`config.mk`:
```
export PLATFORM = sky130hd
export DESIGN_NAME = usb_spi_flash_arbiter
export DESIGN_NICKNAME = d
export VERILOG_FILES = /design/src/rtl/usb_spi_flash_arbiter.sv
export SDC_FILE = /design/constraint.sdc
export NUM_CORES = 1
export LEC_CHECK = 0
export CAP_MARGIN = 20
export CORE_ASPECT_RATIO = 1.75
export CORE_UTILIZATION = 35
export DETAILED_ROUTE_END_ITERATION = 10
export PLACE_DENSITY = 0.64
export SLEW_MARGIN = 0
export SYNTH_ARGS = -nofsm -noshare
export SYNTH_HDL_FRONTEND = slang
export SYNTH_SLANG_ARGS = --single-unit
```
`constraint.sdc`:
```
create_clock -name clk_48mhz -period 3.25 [get_ports clk_48mhz]
set_clock_uncertainty 0.2 [all_clocks]
set_input_delay 0.4875 -clock clk_48mhz [delete_from_list [all_inputs] [get_ports clk_48mhz]]
set_output_delay 0.4875 -clock clk_48mhz [all_outputs]
set_load 0.1 [all_outputs]
```
`src/rtl/usb_spi_flash_arbiter.sv`:
```
// -----------------------------------------------------------------------------
// usb_spi_flash_arbiter
//
// Shares one SPI flash between two masters: requester 0 is the USB SPI bridge
// endpoint, requester 1 a secondary flash client. A three-state FSM
// (IDLE -> OWNED -> GAP -> IDLE) hands out a registered one-hot grant with
// round-robin tie breaking, holds chip-select high for CS_GAP cycles between
// owners, and revokes a grant that sits idle (CS high, SCK frozen) for
// WDOG_CYCLES cycles.
//
// Ports:
//   clk_48mhz                       clock, rising edge
//   reset                           synchronous, active-high
//   req[1:0]                        per-requester bus request
//   grant[1:0]                      registered one-hot-or-zero grant
//   req_cs_b/req_sck/req_mosi[1:0]  per-requester SPI drive
//   req_miso[1:0]                   per-requester MISO return (0 when not granted)
//   spi_cs_b/spi_sck/spi_mosi       flash pins (idle: cs_b=1, sck=0, mosi=0)
//   spi_miso                        flash data out
//   wdog_revoke                     one-cycle pulse on watchdog revoke
// -----------------------------------------------------------------------------
module usb_spi_flash_arbiter #(
    parameter int CS_GAP      = 4,
    parameter int WDOG_CYCLES = 65535
) (
    input  logic       clk_48mhz,
    input  logic       reset,
    input  logic [1:0] req,
    output logic [1:0] grant,
    input  logic [1:0] req_cs_b,
    input  logic [1:0] req_sck,
    input  logic [1:0] req_mosi,
    output logic [1:0] req_miso,
    output logic       spi_cs_b,
    output logic       spi_sck,
    output logic       spi_mosi,
    input  logic       spi_miso,
    output logic       wdog_revoke
);

    typedef enum logic [1:0] {
        IDLE  = 2'd0,
        OWNED = 2'd1,
        GAP   = 2'd2
    } state_t;

    state_t      state_q, state_d;
    logic [1:0]  grant_q, grant_d;
    logic        last_q, last_d;          // index of the last served requester
    logic [3:0]  gap_cnt_q, gap_cnt_d;
    logic [15:0] wdog_cnt_q, wdog_cnt_d;
    logic        revoke_q, revoke_d;
    logic [1:0]  blocked_q, blocked_d;    // revoked, waiting for req to drop
    logic [1:0]  sck_prev_q, sck_prev_d;

    logic        owner;
    logic        winner;
    logic [1:0]  eligible;

    always_comb begin
        state_d    = state_q;
        grant_d    = grant_q;
        last_d     = last_q;
        gap_cnt_d  = gap_cnt_q;
        wdog_cnt_d = wdog_cnt_q;
        revoke_d   = 1'b0;
        sck_prev_d = req_sck;
        // A revoked requester is re-armed as soon as it lets go of req.
        blocked_d  = blocked_q & req;
        winner     = 1'b0;
        owner      = grant_q[1];
        eligible   = req & ~blocked_q;

        case (state_q)
            IDLE: begin
                if (eligible != 2'b00) begin
                    // Tie goes to whoever was not served last.
                    winner     = (eligible == 2'b11) ? ~last_q : eligible[1];
                    grant_d    = winner ? 2'b10 : 2'b01;
                    last_d     = winner;
                    wdog_cnt_d = '0;
                    state_d    = OWNED;
                end
            end
            OWNED: begin
                if (!req[owner]) begin
                    // Normal release takes priority over a coincident watchdog expiry.
                    grant_d    = 2'b00;
                    gap_cnt_d  = '0;
                    wdog_cnt_d = '0;
                    state_d    = GAP;
                end else if (req_cs_b[owner] && (req_sck[owner] == sck_prev_q[owner])) begin
                    if ((wdog_cnt_q + 16'd1) == 16'(WDOG_CYCLES)) begin
                        grant_d          = 2'b00;
                        revoke_d         = 1'b1;
                        blocked_d[owner] = 1'b1;
                        gap_cnt_d        = '0;
                        wdog_cnt_d       = '0;
                        state_d          = GAP;
                    end else begin
                        wdog_cnt_d = wdog_cnt_q + 16'd1;
                    end
                end else begin
                    wdog_cnt_d = '0;
                end
            end
            GAP: begin
                if (gap_cnt_q == 4'(CS_GAP - 1)) begin
                    gap_cnt_d = '0;
                    state_d   = IDLE;
                end else begin
                    gap_cnt_d = gap_cnt_q + 4'd1;
                end
            end
            default: begin
                grant_d = 2'b00;
                state_d = IDLE;
            end
        endcase
    end

    always_ff @(posedge clk_48mhz) begin
        if (reset) begin
            state_q    <= IDLE;
            grant_q    <= 2'b00;
            last_q     <= 1'b1;
            gap_cnt_q  <= '0;
            wdog_cnt_q <= '0;
            revoke_q   <= 1'b0;
            blocked_q  <= 2'b00;
            sck_prev_q <= 2'b00;
        end else begin
            state_q    <= state_d;
            grant_q    <= grant_d;
            last_q     <= last_d;
            gap_cnt_q  <= gap_cnt_d;
            wdog_cnt_q <= wdog_cnt_d;
            revoke_q   <= revoke_d;
            blocked_q  <= blocked_d;
            sck_prev_q <= sck_prev_d;
        end
    end

    assign grant       = grant_q;
    assign wdog_revoke = revoke_q;

    // Pin mux straight off the registered grant; parked pins keep the flash deselected.
    assign spi_cs_b = grant_q[0] ? req_cs_b[0] : (grant_q[1] ? req_cs_b[1] : 1'b1);
    assign spi_sck  = grant_q[0] ? req_sck[0]  : (grant_q[1] ? req_sck[1]  : 1'b0);
    assign spi_mosi = grant_q[0] ? req_mosi[0] : (grant_q[1] ? req_mosi[1] : 1'b0);

    generate
        for (genvar gi = 0; gi < 2; gi++) begin : g_miso
            assign req_miso[gi] = grant_q[gi] & spi_miso;
        end
    endgenerate

endmodule

```
==> results.toml, run 1 <==
[clock_network]
cts.clk_slew.worst_paths_ns = 0.07
h-tree-depth = 2
cts.sinks = 30
root_buffer = "clkbuf_8"
tritoncts = "done"
ctsResizeCount = 0
cts_setup_buffers = 0
cts_hold_buf = 0
cts_buffers = 5
clockBufferDepth = 2
clock_latency_ns = 0.28

[route]
drc = 0
drt_first_pass_iters = 4
via_count = 1773
drtIter0Drc = 20
viasPerCell = 5.85
wire_per_inst_um = 15.2
ant_nets = 0
wl_um = 4600

[synthesis]
yosysTopAreaCell = "dfxtp_1"
synth_edf_count = 0
netlist_area_um2 = 1820
netlist.area_leader.share_pct = 33.0
async_flop_share_pct = 0
yosys_warnings = 0
ys_seq_area_share_pct = 33.0
ys_ff_latch = 30
synth_area_per_cell_um2 = 7.89
synth_cell_types = 50
syn_nets = 245
synth_top_flop_cell = "dfxtp_1"
synthTopCellsByArea = "dfxtp_1 33%, nand3_1 6.0%, nor2_1 4.7%"
synth_cells = 231

[global_route]
gr-total-overflow = 0
grt_first_pass_wirelength_um = 7770
grt_pass1_vias = 1719
grt_max_degree = 18
track_usage_pct = 17.6
grt_antenna_before_repair = 0

[power_and_ir_drop]
p_per_area_nw_per_um2 = 493
total_leakage_power_nw = 0.726
power.total_w = 0.00106
irDropWorstVdd_mv = 0.374

[timing]
final_hold_viol_count = 0
rsz0062_at_grt = "false"
fmax_mhz = 345
tns_ns = 0
setup_viol = 0
layout_min_cycle_time_ns = 2.90
fin_crit_sh_pct = 89.3
slew_headroom_pct = 41.2
finalMaxSlewViolations = 0
setup_ws_ns = 0.348
tightestPinTransition_ns = 0.871

[layout]
fillCellCount = 494
final_nets = 262
drive_gt1_share_pct = 12.0
synthToLayoutAreaGrowth_pct = 17.4
instances_no_fill = 303
diodes = 0

[floorplan]
start_util_pct = 36.6
core_area_um2 = 4980
die-area_um2 = 5510
die_w_um = 56.5
die_h_um = 97.4
rows = 34
ios = 19

[placement]
portBuffers = 18
placed_cells = 295
gp_congestion = 0.827
dpl.hpwl_um = 3440
pre_cts_ws_ns = 0.322

[worst_setup_path]
path_cells = "ha_1, nand3_1, nor4_1, o21ai_0, or4_1, or2_4, a32o_1"
critical-path-max-stage-delay_ns = 0.59
cp-start-kind = "flip-flop"
cp.arrival_ns = 2.88
cpLargestDelayFamily = "simple AND/OR/NAND/NOR gates"
critPathMaxFanout = 9
cpMaxStageDelayCell = "or4_1"
crit_buf_inv = 0
crit_required_ns = 3.23
path_class = "reg2reg"
end_kind = "flip-flop"

[outcome]
outcome = "completed"

[min_path]
hp-class = "reg2reg"

[job]
maxCapViolations = 0
-- cell usage after synthesis, types with 2 or more instances --
cell type,instances
o22ai_1,3
nor2b_1,5
dfxtp_1,30
o31ai_1,4
buf_2,5
o31a_1,2
nor2_1,23
clkbuf_1,7
o21ai_0,8
and2_1,3
ha_1,3
mux2i_1,5
a22o_1,2
nor3_1,5
o211ai_1,4
or4_1,2
inv_1,16
a21oi_1,4
and3_1,3
a32o_1,2
nand2b_1,2
a211oi_1,2
nor4_1,3
a32oi_1,3
nand3_1,22
nand4_1,4
a22oi_1,3
nand2_1,16
xor2_1,3
a31oi_1,10
nand4b_1,2
o32a_1,2
xnor2_1,5
a41oi_1,2
-- state kept, by name (all words and copies together), names as in the netlist --
register     flops
last_q           1
wdog_cnt_q      16
blocked_q        2
state_q          2
gap_cnt_q        4
grant            2
sck_prev_q       2
wdog_revoke      1
-- logic make-up (layout without fill, tap and decap cells) --
kind of cell             after synthesis  in the layout  synth area share [%]
AND/OR/NAND/NOR                       97             97                  27.7
multiplexers                           6              6                  3.37
adder cells (fa/ha/maj)                3              3                  2.06
flip-flops                            30             30                  33.0
buffers and inverters                 29             47                  6.73
AO/OA/AOI/OAI                         58             58                  23.4
XOR/XNOR                               8              8                  3.85
-- path summary, 6_finish.rpt --
| kind | start | to | slack [ns] | cells past startpoint |
|---|---|---|---|---|
| hold reg to reg | wdog_cnt_q[6]$_SDFFE_PP0P_ | wdog_cnt_q[6]$_SDFFE_PP0P_ | 0.30 | 1 |
| hold / removal | wdog_cnt_q[6]$_SDFFE_PP0P_ | wdog_cnt_q[6]$_SDFFE_PP0P_ | 0.30 | 1 |
| setup / recovery | wdog_cnt_q[0]$_SDFFE_PP0P_ | gap_cnt_q[1]$_SDFFE_PP0P_ | 0.35 | 7 |
| setup reg to reg | wdog_cnt_q[0]$_SDFFE_PP0P_ | gap_cnt_q[1]$_SDFFE_PP0P_ | 0.35 | 7 |
-- power by group --
part / switching [W] / total (W) / internal, W
clock: 0.000144 / 0.000358 / 0.000214
combinational: 0.000191 / 0.000273 / 0.0000827
sequential: 0.0000377 / 0.000424 / 0.000386
total: 0.000373 / 0.00106 / 0.000682
-- cell usage in the layout (no fill, tap or decap), types with 3 or more instances in the layout --
cell type and instances:
a32oi_1 3, a21oi_1 4, buf_4 13, clkbuf_8 8, xnor2_1 5, inv_1 16, mux2i_1 5, o22ai_1 3
dfxtp_1 30, and3_1 3, o31ai_1 4, nand4_1 4, nor2b_1 5, ha_1 3, o211ai_1 4, nor3_1 5
xor2_1 3, a31oi_1 10, clkdlybuf4s50_1 10, and2_1 3, nor4_1 3, nand3_1 22, nor2_1 23, o21ai_0 8
nand2_1 16
-- stage by stage --
step | util (%) | hold slack, ns | cell area (µm²)
final | 43.0 | 0.297 | 2140
after global routing | 43.0 | 0.316 | 2140
after CTS | 43.0 | 0.297 | 2140
after detailed placement | 40.8 | 0.282 | 2030
after global placement | 40.8 | 0.278 | 2030
after floorplan | - | 0.260 | 1830
-- layout make-up --
| type | count | area, µm² | share of cell area [%] |
|---|---|---|---|
| multi-input cells | 172 | 1100 | 51.6 |
| clock buffers | 8 | 110 | 5.15 |
| well taps | 54 | 67.6 | 3.16 |
| repair buffers | 23 | 198 | 9.24 |
| inverters | 16 | 60.1 | 2.81 |
| flip-flops and latches | 30 | 601 | 28.1 |
-- metal layers --
| layer | vias to the layer above | global-route usage [%] | share of wire [%] |
|---|---|---|---|
| li1 | 896 | - | - |
| met1 | 835 | 18.2 | 40 |
| met2 | 28 | 32.1 | 54 |
| met3 | 14 | 3.46 | 2.2 |
| met4 | 0 | 9.38 | 4.0 |
| met5 | - | 0 | 0 |
Note: power is estimated with default switching activity, not from simulation.
==> run 2, diff against run 1 <==
Settings changed: CAP_MARGIN 20 to default.
==> results of run 2 <==
Same layout as run 1: the final DEF is identical, and so are final timing and power.
